===== src/rtl/mdu_pkg.sv =====
// Shared definitions for the iterative RV32M multiply/divide unit.
package mdu_pkg;

  localparam logic [2:0] F3_MUL    = 3'b000;
  localparam logic [2:0] F3_MULH   = 3'b001;
  localparam logic [2:0] F3_MULHSU = 3'b010;
  localparam logic [2:0] F3_MULHU  = 3'b011;
  localparam logic [2:0] F3_DIV    = 3'b100;
  localparam logic [2:0] F3_DIVU   = 3'b101;
  localparam logic [2:0] F3_REM    = 3'b110;
  localparam logic [2:0] F3_REMU   = 3'b111;

  localparam logic [31:0] DIV_BY_ZERO_Q = 32'hFFFF_FFFF;
  localparam logic [31:0] INT_MIN       = 32'h8000_0000;

  typedef enum logic [1:0] {
    IDLE,
    CALC,
    DONE
  } mdu_state_e;

  // Divide/remainder ops all have funct3[2] set.
  function automatic logic is_div(input logic [2:0] f3);
    return f3[2];
  endfunction

  // rs1 is treated as signed for MULH, MULHSU, DIV and REM.
  function automatic logic is_signed_a(input logic [2:0] f3);
    return (f3 == F3_MULH) || (f3 == F3_MULHSU) || (f3 == F3_DIV) || (f3 == F3_REM);
  endfunction

  // rs2 is treated as signed for MULH, DIV and REM.
  function automatic logic is_signed_b(input logic [2:0] f3);
    return (f3 == F3_MULH) || (f3 == F3_DIV) || (f3 == F3_REM);
  endfunction

endpackage


===== src/rtl/mul_div_unit_iter_core.sv =====
// One iteration of the shift-add multiplier and the restoring divider.
// Purely combinational; the FSM in mul_div_unit registers the results.
module mdu_iter_core #(
  parameter int XLEN = 32
) (
  input  logic [XLEN-1:0]   mcand_i,
  input  logic [2*XLEN-1:0] acc_i,
  output logic [2*XLEN-1:0] acc_o,
  input  logic [XLEN-1:0]   divisor_i,
  input  logic [XLEN-1:0]   quo_i,
  input  logic [XLEN-1:0]   rem_i,
  output logic [XLEN-1:0]   quo_o,
  output logic [XLEN-1:0]   rem_o
);

  logic [XLEN:0] add_sum;
  logic [XLEN:0] trial;
  logic [XLEN:0] diff;

  // Multiplier: acc holds {partial_high, remaining multiplier bits}; add the
  // multiplicand into the high half when the LSB is set, then shift right.
  // Divider: shift the next dividend bit into the partial remainder and
  // subtract the divisor when it fits (borrow lands in diff[XLEN]).
  always_comb begin
    add_sum = {1'b0, acc_i[2*XLEN-1:XLEN]} + (acc_i[0] ? {1'b0, mcand_i} : '0);
    acc_o   = {add_sum, acc_i[XLEN-1:1]};

    trial = {rem_i, quo_i[XLEN-1]};
    diff  = trial - {1'b0, divisor_i};
    if (!diff[XLEN]) begin
      rem_o = diff[XLEN-1:0];
      quo_o = {quo_i[XLEN-2:0], 1'b1};
    end else begin
      rem_o = trial[XLEN-1:0];
      quo_o = {quo_i[XLEN-2:0], 1'b0};
    end
  end

endmodule


===== src/rtl/mul_div_unit.sv =====
// Iterative RV32M execute-stage unit: multiplies via shift-add and divides
// via restoring division on operand magnitudes, fixing signs at the end.
// Responder on the EX start/stall handshake; honours the branch-flush kill.
module mul_div_unit
  import mdu_pkg::*;
#(
  parameter int XLEN = 32,
  parameter int ITER = 32
) (
  input  logic            clk,
  input  logic            rst,
  input  logic            start_i,
  input  logic            flush_i,
  input  logic [2:0]      funct3_i,
  input  logic [XLEN-1:0] op_a_i,
  input  logic [XLEN-1:0] op_b_i,
  output logic            stall_o,
  output logic            busy_o,
  output logic            done_o,
  output logic [XLEN-1:0] result_o
);

  localparam int CNT_W = (ITER > 1) ? $clog2(ITER) : 1;
  localparam logic [CNT_W-1:0] CNT_LAST = CNT_W'(ITER - 1);

  mdu_state_e        state_q, state_d;
  logic [2:0]        f3_q, f3_d;
  logic [XLEN-1:0]   mcand_q, mcand_d;
  logic [XLEN-1:0]   divisor_q, divisor_d;
  logic [2*XLEN-1:0] acc_q, acc_d;
  logic [XLEN-1:0]   quo_q, quo_d;
  logic [XLEN-1:0]   rem_q, rem_d;
  logic [XLEN-1:0]   result_q, result_d;
  logic              neg_prod_q, neg_prod_d;
  logic              neg_quo_q, neg_quo_d;
  logic              neg_rem_q, neg_rem_d;
  logic [CNT_W-1:0]  cnt_q, cnt_d;

  logic              accept;
  logic              sgn_a, sgn_b;
  logic [XLEN-1:0]   mag_a, mag_b;
  logic              div_zero, div_ovf, special;

  logic [2*XLEN-1:0] acc_step;
  logic [XLEN-1:0]   quo_step, rem_step;

  logic [2*XLEN-1:0] prod_fin;
  logic [XLEN-1:0]   quo_fin, rem_fin, final_res;

  mdu_iter_core #(
    .XLEN(XLEN)
  ) u_core (
    .mcand_i   (mcand_q),
    .acc_i     (acc_q),
    .acc_o     (acc_step),
    .divisor_i (divisor_q),
    .quo_i     (quo_q),
    .rem_i     (rem_q),
    .quo_o     (quo_step),
    .rem_o     (rem_step)
  );

  // Decode the incoming request: magnitudes, signs and 1-cycle special cases.
  always_comb begin
    accept   = (state_q == IDLE) && start_i && !flush_i;
    sgn_a    = is_signed_a(funct3_i) && op_a_i[XLEN-1];
    sgn_b    = is_signed_b(funct3_i) && op_b_i[XLEN-1];
    mag_a    = sgn_a ? -op_a_i : op_a_i;
    mag_b    = sgn_b ? -op_b_i : op_b_i;
    div_zero = is_div(funct3_i) && (op_b_i == '0);
    div_ovf  = is_div(funct3_i) && is_signed_b(funct3_i) &&
               (op_a_i == INT_MIN) && (op_b_i == '1);
    special  = div_zero || div_ovf;
  end

  // Apply sign fix-ups and pick the architectural result.
  always_comb begin
    prod_fin = neg_prod_q ? -acc_q : acc_q;
    quo_fin  = neg_quo_q ? -quo_q : quo_q;
    rem_fin  = neg_rem_q ? -rem_q : rem_q;
    case (f3_q)
      F3_MUL:                      final_res = prod_fin[XLEN-1:0];
      F3_MULH, F3_MULHSU, F3_MULHU: final_res = prod_fin[2*XLEN-1:XLEN];
      F3_DIV, F3_DIVU:             final_res = quo_fin;
      default:                     final_res = rem_fin;
    endcase
  end

  // Next-state and datapath update for the IDLE/CALC/DONE sequencer.
  always_comb begin
    state_d    = state_q;
    f3_d       = f3_q;
    mcand_d    = mcand_q;
    divisor_d  = divisor_q;
    acc_d      = acc_q;
    quo_d      = quo_q;
    rem_d      = rem_q;
    neg_prod_d = neg_prod_q;
    neg_quo_d  = neg_quo_q;
    neg_rem_d  = neg_rem_q;
    cnt_d      = cnt_q;

    case (state_q)
      IDLE: begin
        if (accept) begin
          f3_d      = funct3_i;
          mcand_d   = mag_a;
          divisor_d = mag_b;
          cnt_d     = '0;
          if (special) begin
            // Special results are parked pre-signed in quo/rem so the
            // common result mux serves both paths.
            quo_d      = div_zero ? DIV_BY_ZERO_Q : INT_MIN;
            rem_d      = div_zero ? op_a_i : '0;
            acc_d      = '0;
            neg_prod_d = 1'b0;
            neg_quo_d  = 1'b0;
            neg_rem_d  = 1'b0;
            state_d    = DONE;
          end else begin
            acc_d      = {{XLEN{1'b0}}, mag_b};
            quo_d      = mag_a;
            rem_d      = '0;
            neg_prod_d = sgn_a ^ sgn_b;
            neg_quo_d  = sgn_a ^ sgn_b;
            neg_rem_d  = sgn_a;
            state_d    = CALC;
          end
        end
      end
      CALC: begin
        if (flush_i) begin
          state_d = IDLE;
        end else begin
          if (is_div(f3_q)) begin
            quo_d = quo_step;
            rem_d = rem_step;
          end else begin
            acc_d = acc_step;
          end
          cnt_d = cnt_q + 1'b1;
          if (cnt_q == CNT_LAST) begin
            state_d = DONE;
          end
        end
      end
      DONE: begin
        state_d = IDLE;
      end
      default: begin
        state_d = IDLE;
      end
    endcase
  end

  // Handshake outputs; result is exposed combinationally during DONE and
  // captured so it holds afterwards. A flush in DONE leaves it untouched.
  always_comb begin
    stall_o  = accept || (state_q == CALC);
    busy_o   = (state_q == CALC);
    done_o   = (state_q == DONE) && !flush_i;
    result_d = done_o ? final_res : result_q;
    result_o = result_d;
  end

  // State and datapath registers, asynchronously cleared.
  always_ff @(posedge clk or posedge rst) begin
    if (rst) begin
      state_q    <= IDLE;
      f3_q       <= '0;
      mcand_q    <= '0;
      divisor_q  <= '0;
      acc_q      <= '0;
      quo_q      <= '0;
      rem_q      <= '0;
      result_q   <= '0;
      neg_prod_q <= 1'b0;
      neg_quo_q  <= 1'b0;
      neg_rem_q  <= 1'b0;
      cnt_q      <= '0;
    end else begin
      state_q    <= state_d;
      f3_q       <= f3_d;
      mcand_q    <= mcand_d;
      divisor_q  <= divisor_d;
      acc_q      <= acc_d;
      quo_q      <= quo_d;
      rem_q      <= rem_d;
      result_q   <= result_d;
      neg_prod_q <= neg_prod_d;
      neg_quo_q  <= neg_quo_d;
      neg_rem_q  <= neg_rem_d;
      cnt_q      <= cnt_d;
    end
  end

endmodule


===== config.mk =====
export PLATFORM = sky130hd
export DESIGN_NAME = mul_div_unit
export DESIGN_NICKNAME = d
export VERILOG_FILES = /design/src/rtl/mdu_pkg.sv /design/src/rtl/mul_div_unit_iter_core.sv /design/src/rtl/mul_div_unit.sv
export SDC_FILE = /design/constraint.sdc
export NUM_CORES = 1
export LEC_CHECK = 0
export ABC_AREA = 0
export CORE_MARGIN = 8
export CORE_UTILIZATION = 45
export DETAILED_ROUTE_END_ITERATION = 10
export SYNTH_ARGS = -nofsm -noshare
export SYNTH_HDL_FRONTEND = slang
export SYNTH_HIERARCHICAL = 1
export SYNTH_SLANG_ARGS = --single-unit
export TNS_END_PERCENT = 1

===== constraint.sdc =====
create_clock -name clk -period 11.5 [get_ports clk]
set_input_delay 1.15 -clock clk [delete_from_list [all_inputs] [get_ports clk]]
set_output_delay 1.15 -clock clk [all_outputs]
set_load 0.02 [all_outputs]

# == Word-level counts from Yosys, hierarchy flattened ==
# Index checks and enable logic that the tools add are counted.
# word_totals
mem_bits_ro,0
latch_bits,0
n_memories,0
register_bits,236
mem_bits_rw,0
in_bits,71
# op_classes
multipliers,0
shifts,0
add_sub_neg,8
div_mod_pow,0
muxes,37
n_eq_ne,19
n_reduce_logical,28
bitwise_logic,1
magnitude_cmp,0
# op_table
op,n
$mux W32,17
$mux W64,4
$neg A32 Y32,4
$pmux W32 S2,2
$pmux W64 S2,1
$pmux W32 S3,1
$eq A32 B32 Y1 const B,2
$neg A64 Y64,1
$add A32 B33 Y33,1
$sub A33 B32 Y33,1
$logic_not A32 Y1,1
$mux W31,1
$eq A3 B3 Y1 const B,4
$mux W5,2
$pmux W5 S2,1
$eq A3 B2 Y1 const B,3
$logic_and A1 B1 Y1,9
$mux W2,4
$reduce_and A4 Y1,2
$logic_or A1 B1 Y1,7
$eq A3 B1 Y1 const B,2
$ne A2 B2 Y1 const B,3
$add A5 B1 Y5 const B,1
$eq A5 B5 Y1 const B,1
other kinds (15),18

# == Depth between registers and ports, before layout ==
# depth
depth_word,10
mapped_depth,15

# == By module ==
# The synthesis kept the hierarchy.
# modules_own_cells
module,cells_each,seq_area_each_um2,n_inst,area_each_um2
mul_div_unit,1799,5905.7,1,14760.4
mdu_iter_core,620,0.0,1,4275.4

# == Least setup slack after synthesis ==
# Ideal clock, no wire load.
# synth_timing
kind,register to output
startpoint,register acc_q[50]
endpoint,output port result_o[28]
n_path_buf,1
path_slack_ps,7397
required_ps,10350
path_stages_with_launch,9
arrival_time_ps,2953
path_cell_list,dfrtp_1 > or4_4 > or4_1 > buf_2 > or4_4 > o41ai_1 > xnor2_1 > nand2_1 > a31oi_1
# synth_via
elab_chain_cells,4
# synth_rtl
item,line,text
start: declaration,mul_div_unit.sv:30,"logic [2*XLEN-1:0] acc_q, acc_d;"
start signal: assignment,mul_div_unit.sv:173,acc_q <= '0;
start signal: assignment,mul_div_unit.sv:186,acc_q <= acc_d;
$neg A64 Y64,mul_div_unit.sv:78,prod_fin = neg_prod_q ? -acc_q : acc_q;
$mux W64,mul_div_unit.sv:78,
$pmux W32 S3,mul_div_unit.sv:81,case (f3_q)
$mux W32,mul_div_unit.sv:162,result_d = done_o ? final_res : result_q;
end: declaration,mul_div_unit.sv:20,output logic [XLEN-1:0] result_o
# Every way passes these cells.

# == Worst setup path in the final report ==
# layout_timing
startpoint,register acc_q[0]
endpoint,output port result_o[15]
# Same word-level chain as after synthesis.

==> results by group <==
Status
  • Status: completed

Logic synthesis
  • Post-synthesis register bit count: 236
  • XOR/XNOR Fraction of Synth Area: 10.5%
  • Mapped Cells: 2419
  • Post-synth top area share: 31.0%
  • Seq/Total Area, Yosys: 31.0%
  • Synth cell types: 92
  • Most used DFF post-synth: dfrtp_1
  • Post-synthesis compound-gate area fraction: 23.8%
  • Synth Area in Simple Gates: 22.6%
  • EDFF count, synth: 0
  • Syn nets: 2564
  • Post-Syn Area: 0.0190 mm2
  • Syn avg cell area: 7.87 um2
  • Synth area leaders: dfrtp_1 (31%), nand2_1 (7.7%), xor2_1 (5.3%)
  • Largest family of logic cells by synthesized area: compound AO/OA/AOI/OAI gates
  • Synth warn: 6
  • Mux cell area share after synthesis: 0.723%
  • Ys async rst share: 100%
  • Post-Synth Adder-Cell Area: 4.94%
  • Synth area leader: dfrtp_1

STA
  • Worst-Margin Slew: 1.14 ns
  • RSZ-0062 raised after global routing: false
  • Final Max Slew Viols: 0
  • Final period util: 50.9%
  • Final Skew: 0.0189 ns
  • Minimum clock period: 5.86 ns
  • Final Setup Violations: 0
  • Fin. Hold Viols: 0
  • Setup TNS: 0 ns
  • Slew Limit Headroom: 23.0%
  • Max frequency: 0.171 GHz

Die
  • Die width: 222 um
  • Std-Cell Rows: 75
  • IO Count: 106
  • Initial Utilization: 45.5%
  • Die Span Y: 222 um
  • Core area: 0.0419 mm2
  • Die area: 0.0491 mm2

CTS
  • Clock sink count: 236
  • Clock slew at reported path FFs: 0.06 ns
  • H-tree depth: 1
  • CTS tree: built
  • Post_cts resized: 0
  • Post-CTS Setup Bufs: 0
  • Clock Root Buffer: clkbuf_16
  • Hold-fix buffers, CTS: 0
  • Clk_lat worst skew: 0.60 ns
  • Clock tree buffer depth: 3
  • Inserted Clock Buffers: 31

Placement
  • RD Place Congestion: 0.968
  • DP HPWL: 54400 um
  • Port-buffer cells: 105
  • Placed cell area: 0.0200 mm2

Critical path
  • Slowest-stage cell, CP: or4_1
  • Worst r2r dst: acc_q[63]
  • Delay-heaviest family, CP: simple AND/OR/NAND/NOR gates
  • Worst setup path end: result_o[15]
  • Worst Setup SP: acc_q[0]
  • CP Capture Type: primary output
  • Critical R2R Launch: acc_q[0]
  • Critical Path AT: 4.71 ns
  • R2R depth: 14
  • Kind of critical path: register to primary output
  • Critical Path Fanout Max: 37
  • Crit path buffers/inverters: 1
  • Setup crit start kind: register
  • Max incr delay on CP: 0.76 ns
  • Critical Path Stages: 8
  • CP cell instances: or4_1 > nor4_4 > nand4_2 > o21ai_0 > xnor2_1 > a221oi_1 > o21ai_0 > clkdlybuf4s50_1
  • FF-to-FF setup slack: 7.45 ns
  • WP data required: 10.35 ns
  • Most used cell, CP: o21ai_0

Layout
  • Final nets: 2528
  • Layout cells sized above 1: 5.69%
  • Fin area: 0.0210 mm2
  • Area delta synth->final: 10.4%
  • Ant diodes: 0

GRT
  • First-pass GRT wire length: 108000 um
  • GRT overflow: 0
  • Largest net degree at the start of global routing: 111
  • All-Layer GR Usage: 28.0%
  • Initial antenna violation count: 0
  • Number of global-route vias before repair: 17263

Pwr
  • Power Density: 318 mW/mm2
  • Worst vdd ir: 0.191 mV
  • P_leak: 8.58 nW

Detailed routing
  • Drt total wl: 71000 um
  • DR iter-0 viols: 2081
  • DRC viols: 0
  • Detailed-route vias per instance: 6.23
  • Vias post-DR: 18348
  • WL/cell: 24.1 um
  • Drt pass-1 iters: 8
  • Antenna Violating Nets Remaining: 0

Min path
  • HP Class: register to register

Run
  • Max-Cap Viols: 0
worst register-to-register path: stages (launching register included):
cell and delay, ns:
dfrtp_1 0.71, and2_1 0.35, ha_1 0.21, fa_1 0.42, a21oi_1 0.22, o22ai_1 0.18
a211oi_1 0.46, nor4b_1 0.12, nor3_2 0.25, o21ai_1 0.13, a31oi_1 0.27, nand2b_1 0.14
a311o_1 0.33, nand2_1 0.06, o21ai_0 0.08
layout make-up:
class / instances / area [um2]
clock buffers: 42 / 897
fillers: 4119 / 20800
clock inverters: 14 / 164
inverters: 65 / 251
multi-input cells: 1925 / 11900
repair buffers: 124 / 1190
flip-flops and latches: 236 / 5910
well taps: 539 / 674
how the worst min path moves through the flow:
stage	start	slack, ns	endpoint	depth (start not counted)
after global placement	mcand_q[8]	0.46	mcand_q[8]	2
after floorplan	mcand_q[11]	0.44	mcand_q[11]	2
after detailed placement	mcand_q[4]	0.46	mcand_q[4]	2
after CTS	mcand_q[4]	0.48	mcand_q[4]	2
final	divisor_q[16]	0.47	divisor_q[16]	2
after global routing	divisor_q[6]	0.50	divisor_q[6]	2
synth_stat cells (59+ instances only):
cell type / count
a21oi_1: 140
a31oi_1: 59
buf_4: 64
clkbuf_1: 108
dfrtp_1: 236
ha_1: 72
inv_1: 61
nand2_1: 388
nor2_1: 202
o21ai_0: 175
xnor2_1: 108
xor2_1: 116
metal layers:
layer	vias to the layer above	part of all wire, %	GRT usage, %
met5	-	0	0
met4	0	3.2	8.51
met3	118	9.0	5.58
met2	738	44	43.4
met1	8962	44	38.8
li1	8530	-	-
cells by family (layout without fill, tap and decap cells):
kind of cell / after synthesis / after routing
compound gates: 697 / 697
xor+xnor: 225 / 225
fa+ha+maj: 74 / 74
buf+inv: 258 / 245
flops: 236 / 236
mux: 13 / 13
simple gates: 916 / 916
flip-flops by register name (all words and copies together) (netlist names):
signal and flops:
acc_q 64, mcand_q 32, state_q 2, quo_q 32
neg_quo_q 1, cnt_q 5, neg_rem_q 1, rem_q 32
f3_q 3, divisor_q 32, result_q 32
stage by stage:
step                setup WS, ns  hold slack [ns]  power [mW]  util (%)  cells
floorplan                   3.88            0.438        4.50         -   2419
global placement            5.94            0.457        5.50      47.7   2889
detailed placement          5.92            0.464        5.55      47.7   2889
CTS                         5.66            0.478        6.58      50.2   2945
global route                5.38            0.503        7.13      50.2   2945
finish                      5.64            0.475        6.67      50.2   2945
report_power, final:
part	leakage, nW	internal (mW)	switching [mW]
logic	5.15	1.44	2.41
registers	2.92	1.16	0.649
clock network	0.519	0.610	0.408
total	8.58	3.21	3.46
cell usage in the layout (no fill, tap or decap), types with 10 or more instances in the layout:
cell type	instances
nand2_1	387
dfrtp_1	235
nor2_1	201
o21ai_0	175
a21oi_1	140
xor2_1	116
xnor2_1	108
clkdlybuf4s50_1	105
ha_1	72
inv_1	60
a31oi_1	59
nand3_1	58
nor3_1	39
o31ai_1	38
and2_1	37
a21o_1	33
o21ai_1	31
clkbuf_16	31
or3_1	29
a22oi_1	29
nand2b_1	28
nand4_1	24
nor4_1	23
or4_1	21
o21a_1	20
o22ai_1	20
a221oi_1	19
buf_4	19
o41ai_1	18
o211ai_1	14
a211oi_1	14
or2_2	13
a22o_1	10
Note: power is estimated with default switching activity, not from simulation.
